## src/rtl/spectrum_reader.sv

```systemverilog
// Spectrum reader: converts a 16-band signed frame into log2 display levels,
// one band per cycle. Optional peak-hold/decay is enabled by SPECTRUM_PEAK_HOLD_EN.
module spectrum_reader #(
    parameter int unsigned DECAY_FRAMES = 4
) (
    input  logic              i_clk,
    input  logic              i_rst_n,
    input  logic [15:0][15:0] i_data,
    input  logic              i_data_done,
    input  logic [3:0]        i_rd_band,
    output logic [3:0]        o_rd_level,
    output logic [3:0]        o_rd_peak,
    output logic              o_frame_valid,
    output logic              o_busy,
    output logic              o_overrun
);

    if (DECAY_FRAMES < 1 || DECAY_FRAMES > 15) begin : g_bad_decay
        $error("spectrum_reader: DECAY_FRAMES must be in 1..15");
    end

    typedef enum logic [1:0] {
        S_IDLE,
        S_PROC,
        S_COMMIT
    } state_t;

    state_t            state_q, state_d;
    logic [3:0]        cnt_q, cnt_d;
    logic [15:0][15:0] shadow_q, shadow_d;
    logic [15:0][3:0]  work_q, work_d;
    logic [15:0][3:0]  level_q, level_d;
    logic              frame_valid_q, frame_valid_d;
    logic              overrun_q, overrun_d;

`ifdef SPECTRUM_PEAK_HOLD_EN
    localparam logic [3:0] HOLD_RELOAD = 4'(DECAY_FRAMES);

    logic [15:0][3:0]  peak_q, peak_d;
    logic [15:0][3:0]  hold_q, hold_d;
`endif

    // Level is the index of the highest set magnitude bit plus one.
    function automatic logic [3:0] band_level(input logic [15:0] x);
        logic [15:0] mag;
        logic [3:0]  lvl;
        mag = x[15] ? (~x + 16'd1) : x;
        if (mag[15]) begin
            mag = 16'h7fff;
        end
        lvl = '0;
        for (int unsigned i = 0; i < 15; i++) begin
            if (mag[i]) begin
                lvl = 4'(i + 1);
            end
        end
        return lvl;
    endfunction

    always_comb begin
        state_d       = state_q;
        cnt_d         = cnt_q;
        shadow_d      = shadow_q;
        work_d        = work_q;
        level_d       = level_q;
        frame_valid_d = 1'b0;
        overrun_d     = overrun_q;
`ifdef SPECTRUM_PEAK_HOLD_EN
        peak_d        = peak_q;
        hold_d        = hold_q;
`endif

        if (i_data_done && (state_q != S_IDLE)) begin
            overrun_d = 1'b1;
        end

        case (state_q)
            S_IDLE: begin
                if (i_data_done) begin
                    shadow_d = i_data;
                    cnt_d    = '0;
                    state_d  = S_PROC;
                end
            end
            S_PROC: begin
                work_d[cnt_q] = band_level(shadow_q[cnt_q]);
                cnt_d         = cnt_q + 4'd1;
                if (cnt_q == 4'd15) begin
                    state_d = S_COMMIT;
                end
            end
            S_COMMIT: begin
                level_d       = work_q;
                frame_valid_d = 1'b1;
                state_d       = S_IDLE;
`ifdef SPECTRUM_PEAK_HOLD_EN
                for (int unsigned b = 0; b < 16; b++) begin
                    if (work_q[b] >= peak_q[b]) begin
                        peak_d[b] = work_q[b];
                        hold_d[b] = HOLD_RELOAD;
                    end else if (hold_q[b] == 4'd0) begin
                        peak_d[b] = ((peak_q[b] - 4'd1) > work_q[b]) ? (peak_q[b] - 4'd1) : work_q[b];
                        hold_d[b] = HOLD_RELOAD;
                    end else begin
                        hold_d[b] = hold_q[b] - 4'd1;
                    end
                end
`endif
            end
            default: begin
                state_d = S_IDLE;
            end
        endcase
    end

    always_ff @(posedge i_clk or negedge i_rst_n) begin
        if (!i_rst_n) begin
            state_q       <= S_IDLE;
            cnt_q         <= '0;
            shadow_q      <= '0;
            work_q        <= '0;
            level_q       <= '0;
            frame_valid_q <= 1'b0;
            overrun_q     <= 1'b0;
`ifdef SPECTRUM_PEAK_HOLD_EN
            peak_q        <= '0;
            hold_q        <= '0;
`endif
        end else begin
            state_q       <= state_d;
            cnt_q         <= cnt_d;
            shadow_q      <= shadow_d;
            work_q        <= work_d;
            level_q       <= level_d;
            frame_valid_q <= frame_valid_d;
            overrun_q     <= overrun_d;
`ifdef SPECTRUM_PEAK_HOLD_EN
            peak_q        <= peak_d;
            hold_q        <= hold_d;
`endif
        end
    end

    assign o_rd_level    = level_q[i_rd_band];
`ifdef SPECTRUM_PEAK_HOLD_EN
    assign o_rd_peak     = peak_q[i_rd_band];
`else
    assign o_rd_peak     = level_q[i_rd_band];
`endif
    assign o_frame_valid = frame_valid_q;
    assign o_busy        = (state_q != S_IDLE);
    assign o_overrun     = overrun_q;

endmodule

```

## config.mk

```make
export PLATFORM = sky130hd
export DESIGN_NAME = spectrum_reader
export DESIGN_NICKNAME = d
export VERILOG_FILES = /design/src/rtl/spectrum_reader.sv
export SDC_FILE = /design/constraint.sdc
export NUM_CORES = 1
export LEC_CHECK = 0
export CORE_UTILIZATION = 40
export CTS_CLUSTER_SIZE = 16
export DETAILED_ROUTE_END_ITERATION = 10
export PLACE_DENSITY = 0.66
export REMOVE_ABC_BUFFERS = 1
export SYNTH_ARGS = -nofsm -noshare
export SYNTH_HDL_FRONTEND = slang
export SYNTH_SLANG_ARGS = --single-unit
```

## constraint.sdc

```tcl
create_clock -name i_clk -period 4.7 [get_ports i_clk]
set_clock_uncertainty 0.2 [all_clocks]
set_input_delay 1.175 -clock i_clk [delete_from_list [all_inputs] [get_ports i_clk]]
set_output_delay 1.175 -clock i_clk [all_outputs]
set_load 0.02 [all_outputs]
```

==> impl_results.md, run 1 <==
* Worst setup path startpoint: i_rd_band[0]
* Crit start category: input pin
* Ports at 274
* CP arrival at 3.28 ns
* Fin crit period at 4.65 ns
* Syn-to-layout area delta at 28.5%
* Unique masters post-synth at 64
* Post-layout util at 0.521
* GRT Resource Usage Total at 0.215
* Clk slew on worst S/H paths at 0.06 ns
* Synth Register Bits at 392
* Clock Path Buffers at 3
* CP Capture Type: output port
* Reg2reg start: cnt_q[0]
* Maxcap violations at 0
* Rel. slew slack at 0.237
* Final hold viol count at 0
* Multi-input gate area at 7630 um2
* Synth warn at 0
* Worst R2R Path Depth at 13
* Worst setup path class: in2out
* Via/cell ratio at 5.15
* Worst skew pair latency at 0.57 ns
* Met3 wire length at 2400 um
* HPWL after detailed placement at 33500 um
* Initial drt markers at 1021
* Vias in the first global route at 13900
* Port Buf Inserts at 273
* Sequential element share of the synthesized area at 0.548
* RSZ-0062 raised after global routing: false
* Die Width at 214 um
* Commonest non-fill, non-tap cell in the layout: nand2_1
* Sequential Area at 9820 um2
* Row cnt at 77
* Routed via count at 13300
* Routed wl met2 at 22900 um
* Avg Cell Area, Syn at 10.6 um2
* Worst Max-Slew Pin Slew at 1.14 ns
* PwrDens at 699 nW/um2
* Post-synth EDFFs at 0
* 1st-pass router iterations at 5
* Total gr overflow at 0
* Cts bufs inserted at 43
* Final WL at 47400 um
* Max Fclk at 215 MHz
* Worst-path fanout max at 16
* Root Driver: clkbuf_16
* M1 WL at 21000 um
* Most used DFF post-synth: dfrtp_1
* Hold Path Depth at 1
* Post-DRT Antenna Nets at 0
* Chip height at 214 um
* RD Place Congestion at 0.882
* Initial antenna violation count at 2
* Share of cells above drive strength 1 at 0.178
* Most area-hungry cell type in the Yosys netlist: dfrtp_1
* Final hold slack at 0.265 ns
* DRC Markers at 0
* Largest net degree at the start of global routing at 109
* Synth area leaders: dfrtp_1, nand2_1, mux4_2
* Nets@finish at 2222
* Worst min-delay path class: reg2reg
* End of the worst register-to-register path: work_q[17]
* Critical Path End: o_rd_peak[1]
* Core Area at 44100 um2
* Starting density of the core at 0.406
* Max layer used: met4
* WL per Instance at 18.4 um
* Final TNS setup at 0 ns
* R2R Setup Slk at 0.21 ns
* Global-route wire length before repair at 75500 um
* Data required time of the critical path at 3.32 ns
* Leak pwr at 10.8 nW
* Status: complete, no violations
* Filler cells at 3996
* CTS Hold Bufs at 0
* CTS tree: done
* Clock tree sinks at 392
* Die area at 45600 um2
* Final period util at 0.990
* Mapped Cells at 1686
* H-tree depth at 2
* Max VDD drop at 0.411 mV
* Highest-count cells in the layout ignoring fill and taps: nand2_1, dfrtp_1, clkdlybuf4s50_1, mux2_2, mux4_2
* Final setup violating endpoints at 0
* Synthesized cell area at 17900 um2
* Top-area cell type share of the netlist area at 0.548
* Ys async rst share at 1.00
* Pins Over Slew Limit at 0
-- how the worst min path moves through the flow --
stage                  start       endpoint  slack (ns)
2_1_floorplan   shadow_q[31]   shadow_q[31]        0.24
3_3_place_gp       o_overrun      o_overrun        0.24
3_5_place_dp    shadow_q[44]   shadow_q[44]        0.26
4_1_cts         shadow_q[44]   shadow_q[44]        0.27
5_1_grt        shadow_q[207]  shadow_q[207]        0.29
6_report           o_overrun      o_overrun        0.27
-- Yosys cell counts, drive strengths merged, types with 3 or more instances --
cell	n
xnor2	4
a22oi	19
o21ai	9
nand2	790
dfrtp	392
buf	31
a21oi	8
mux4	85
nor2	44
clkbuf	73
and2	6
a31oi	19
and3	3
nor3	7
mux2i	4
a32oi	3
nand2b	5
a221oi	5
nor2b	5
a22o	5
nand3	7
ha	5
inv	5
xor2	6
nand4	3
o41ai	3
mux2	117
-- per-layer routing --
layer | GRT usage | up-vias
met3 | 0.0294 | 68
met5 | 0 | -
met2 | 0.351 | 415
met4 | 0.0704 | 0
met1 | 0.298 | 6669
li1 | - | 6154
-- area by class of cell --
type	instances	share of cell area
clock buffer	63	0.0558
sequential	392	0.427
timing repair buffer	327	0.143
antenna	2	0.000218
clock inverter	16	0.00876
multi-input combinational	1185	0.332
tap	592	0.0322
inverter	5	0.000816
-- where the power goes --
group,internal (W),switching [W]
logic,0.00313,0.00368
clock network,0.00212,0.00137
registers,0.00487,0.000906
-- sequential cells by signal, summed over array words and instances (netlist names) --
name and flops:
level_q 64, o_overrun 1, work_q 64, o_frame_valid 1, cnt_q 4, shadow_q 256
state_q 2
-- cell families (layout without fill, tap and decap cells) --
group / Yosys count / count (layout) / synth area share
buf+inv: 109 / 411 / 0.0276
compound gates: 88 / 88 / 0.0385
xor+xnor: 10 / 10 / 0.00489
mux: 206 / 206 / 0.185
simple gates: 876 / 876 / 0.192
other cells: 0 / 2 / 0
fa+ha+maj: 5 / 5 / 0.00350
flops: 392 / 392 / 0.548
-- per-stage QoR --
stage	worst slack, ns	instances	cell area [um2]	total power (W)
2_1_floorplan	-1.46	1582	17400	0.0104
3_3_place_gp	-0.137	2495	21400	0.0123
3_5_place_dp	-0.166	2495	21400	0.0125
4_1_cts	0.0470	2574	22900	0.0161
5_1_grt	0.0000233	2582	23000	0.0171
6_report	0.0489	2582	23000	0.0161
-- what timing repair did --
item	CTS	global route
pin swaps	0	0
buffers inserted	0	6
gates cloned	0	0
endpoints found under the setup margin	8	30
resized for setup	8	5
-- critical path, stage by stage --
cell and delay (ns):
clkdlybuf4s50_1 0.51, buf_12 0.19, mux4_2 0.52, mux4_2 0.53
dlygate4sd2_1 0.34
No activity file was read; power rests on OpenSTA's default activity.
==> run 2, diff against run 1 <==
--- a/config.mk
+++ b/config.mk
@@ -5,6 +5,9 @@
 export SDC_FILE = /design/constraint.sdc
 export NUM_CORES = 1
 export LEC_CHECK = 0
+export ABC_AREA = 1
+export ABC_CLOCK_PERIOD_IN_PS = 4700
+export CORE_MARGIN = 2
 export CORE_UTILIZATION = 40
 export CTS_CLUSTER_SIZE = 16
 export DETAILED_ROUTE_END_ITERATION = 10
==> impl_results.md, run 2 <==
* Status: complete, no violations
* CP Cell Sequence: clkdlybuf4s50_1 > inv_1 > o21ai_0 > o211ai_1 > nand2_1 > clkdlybuf4s50_1
* Vias in the first global route at 16100 (+16%)
* Final WL at 52600 um (+11%)
* Worst min-delay path class: reg2reg
* 1st-pass router iterations at 5 (unchanged)
* CTS Hold Bufs at 0 (unchanged)
* Most used DFF post-synth: dfrtp_1
* WL per Instance at 16.0 um (-13%)
* Placed Cells at 3203 (+28%)
* Post-synth EDFFs at 0 (unchanged)
* Count leader, synth: nand2_1
* Worst setup path class: in2out
* Via/cell ratio at 4.93 (-4.4%)
* H-tree depth at 2 (unchanged)
* Cts bufs inserted at 44 (+2.3%)
* Pins Over Slew Limit at 0 (unchanged)
* DRC Markers at 0 (unchanged)
* CTS tree: done
* R2R Setup Slk at 0.59 ns (+0.38 ns)
* Final instance area at 23300 um2 (+1.4%)
* RD Place Congestion at 0.864 (-2.0%)
* Leak pwr at 11.4 nW (+5.1%)
* Data required time of the critical path at 3.32 ns (about the same)
* Total power at 0.0163 W (+1.3%)
* Top-area cell type share of the netlist area at 0.526 (-0.0221)
* Worst-path fanout max at 16 (unchanged)
* Highest-count cells in the layout ignoring fill and taps: nand2_1, dfrtp_1, o21ai_0, clkdlybuf4s50_1, inv_1
* Mapped Cells at 2421 (+44%)
* Final setup violating endpoints at 0 (unchanged)
* Root Driver: clkbuf_16
* Clock Path Buffers at 3 (unchanged)
* Max reg flops at 256 (unchanged)
* Post-CTS Setup Repair Bufs at 0 (unchanged)
* Max VDD drop at 0.422 mV (+2.8%)
* Top Registers: shadow_q: 256 flops, level_q: 64 flops, work_q: 64 flops
* Total gr overflow at 0 (unchanged)
* Worst Max-Slew Pin Slew at 1.03 ns (-0.106 ns)
* Synth warn at 0 (unchanged)
* Flop pwr share at 0.341 (-0.018)
* Worst path slowest cell: clkdlybuf4s50_1
* Share of cells above drive strength 1 at 0.0542 (-0.123)
* Largest Register: shadow_q
* CP Capture Type: output port
* Routed via count at 16200 (+21%)
* Port Buf Inserts at 273 (unchanged)
* Switching share of power at 0.426 (+0.0553)
* Global-route wire length before repair at 85100 um (+13%)
* Syn-to-layout area delta at 25.0%
* Final period util at 0.933 (-0.0565)
* Clock tree sinks at 392 (unchanged)
* Core Area at 46300 um2 (+4.8%)
* Final hold viol count at 0 (unchanged)
* Initial drt markers at 1342 (+31%)
* Non-filler cells, final at 3280 (+27%)
* Commonest non-fill, non-tap cell in the layout: nand2_1
* Maxcap violations at 0 (unchanged)
* Avg Cell Area, Syn at 7.70 um2 (-27%)
* CP peak stage delay at 0.55 ns (+0.02 ns)
* Synthesized cell area at 18600 um2 (+4.2%)
* Largest net degree at the start of global routing at 165 (+51%)
* ANT cells at 0 (-2)
* Synth area leaders: dfrtp_1, nand2_1, o21ai_0
* Initial antenna violation count at 0 (-2)
* Switch Pwr at 0.00694 W (+16%)
* Die Width at 220 um (+3.0%)
* Ys async rst share at 1.00 (unchanged)
* Crit path buf inv count at 3 (unchanged)
* Nets@finish at 2910 (+31%)
* Worst skew pair latency at 0.58 ns (about the same)
* Crit start category: input pin
* Fin crit period at 4.39 ns (-0.266 ns)
* Max Fclk at 228 MHz (+6.1%)
* Die area at 48400 um2 (+6.1%)
* PwrDens at 698 nW/um2 (-0.12%)
* HPWL after detailed placement at 36000 um (+7.7%)
* Starting density of the core at 0.403 (-0.00243)
* Sequential element share of the synthesized area at 0.526 (-0.0221)
* P_int at 0.00934 W (-7.6%)
* Placed inst area at 21900 um2 (+1.9%)
* Clock share of power at 0.214 (-0.003)
* GRT Resource Usage Total at 0.224 (+0.00862)
* Synth Register Bits at 392 (unchanged)
* Post-DRT Antenna Nets at 0 (unchanged)
* Rel. slew slack at 0.313 (+0.0760)
* CTS resizes at 0 (-8)
* Gate power share at 0.445 (+0.021)
* Ports at 274 (unchanged)
* CP arrival at 3.01 ns (-0.27 ns)
* Chip height at 220 um (+3.0%)
* CP top delay family: buffers and inverters
* Final hold slack at 0.264 ns (-0.000842 ns)
* Clk slew on worst S/H paths at 0.05 ns (about the same)
* CP dominant cell by count: clkdlybuf4s50_1
* Unique masters post-synth at 32 (-50%)
* Row cnt at 79 (+2.6%)
* RSZ-0062 raised after global routing: false
* Most area-hungry cell type in the Yosys netlist: dfrtp_1
* Final TNS setup at 0 ns (unchanged)
* Top post-synthesis cells by count: nand2_1, dfrtp_1, o21ai_0, inv_1, nor2_1
-- run 2: cell type report --
type / instances / area, um2
multi-input combinational: 1656 / 7270
timing repair buffer: 310 / 3110
sequential: 392 / 9820
inverter: 238 / 896
clock inverter: 18 / 184
fill: 4460 / 22900
clock buffer: 59 / 1280
tap: 607 / 759
-- run 2: metrics by stage --
stage | util | worst slack (ns)
2_1_floorplan | - | -13.45
6_report | 0.504 | 0.315
3_3_place_gp | 0.472 | 0.340
5_1_grt | 0.504 | 0.171
4_1_cts | 0.504 | 0.300
3_5_place_dp | 0.472 | 0.309
-- run 2: metal layers --
| metal | global-route usage | vias to the layer above | part of all wire |
|---|---|---|---|
| met5 | 0 | - | 0 |
| met4 | 0.0790 | 0 | 0.033 |
| met3 | 0.0444 | 100 | 0.056 |
| met2 | 0.356 | 452 | 0.46 |
| met1 | 0.304 | 7622 | 0.45 |
| li1 | - | 7987 | - |
-- run 2: final timing paths --
check / from / to / cells past startpoint
max in group asynchronous: i_rst_n / work_q[19] / 2
hold reg to reg: shadow_q[46] / shadow_q[46] / 2
setup / recovery: i_rd_band[1] / o_rd_level[3] / 6
hold / removal: shadow_q[46] / shadow_q[46] / 2
min in group asynchronous: i_rst_n / shadow_q[175] / 1
setup reg to reg: cnt_q[0] / work_q[26] / 22
-- run 2: cells by family (layout without fill, tap and decap cells) --
logic type | count (synthesis) | in the layout | synth area share
buffers and inverters | 373 | 625 | 0.0849
AO/OA/AOI/OAI | 424 | 424 | 0.123
AND/OR/NAND/NOR | 1209 | 1209 | 0.253
multiplexers | 18 | 18 | 0.00966
adder cells (fa/ha/maj) | 5 | 5 | 0.00336
flip-flops | 392 | 392 | 0.526
-- run 2: power by group through the flow --
stage          Clock, W  Sequential (W)  Combinational, W
6_report        0.00348         0.00556           0.00724
2_1_floorplan         0         0.00559           0.00517
3_3_place_gp          0         0.00555           0.00706
4_1_cts         0.00355         0.00555           0.00730
5_1_grt         0.00370         0.00571           0.00833
3_5_place_dp          0         0.00560           0.00724
-- run 2: worst min-delay path: cells and delay by family (launching register included) --
kind	cells	cell delay [ns]
simple gates	2	0.09
flops	1	0.34
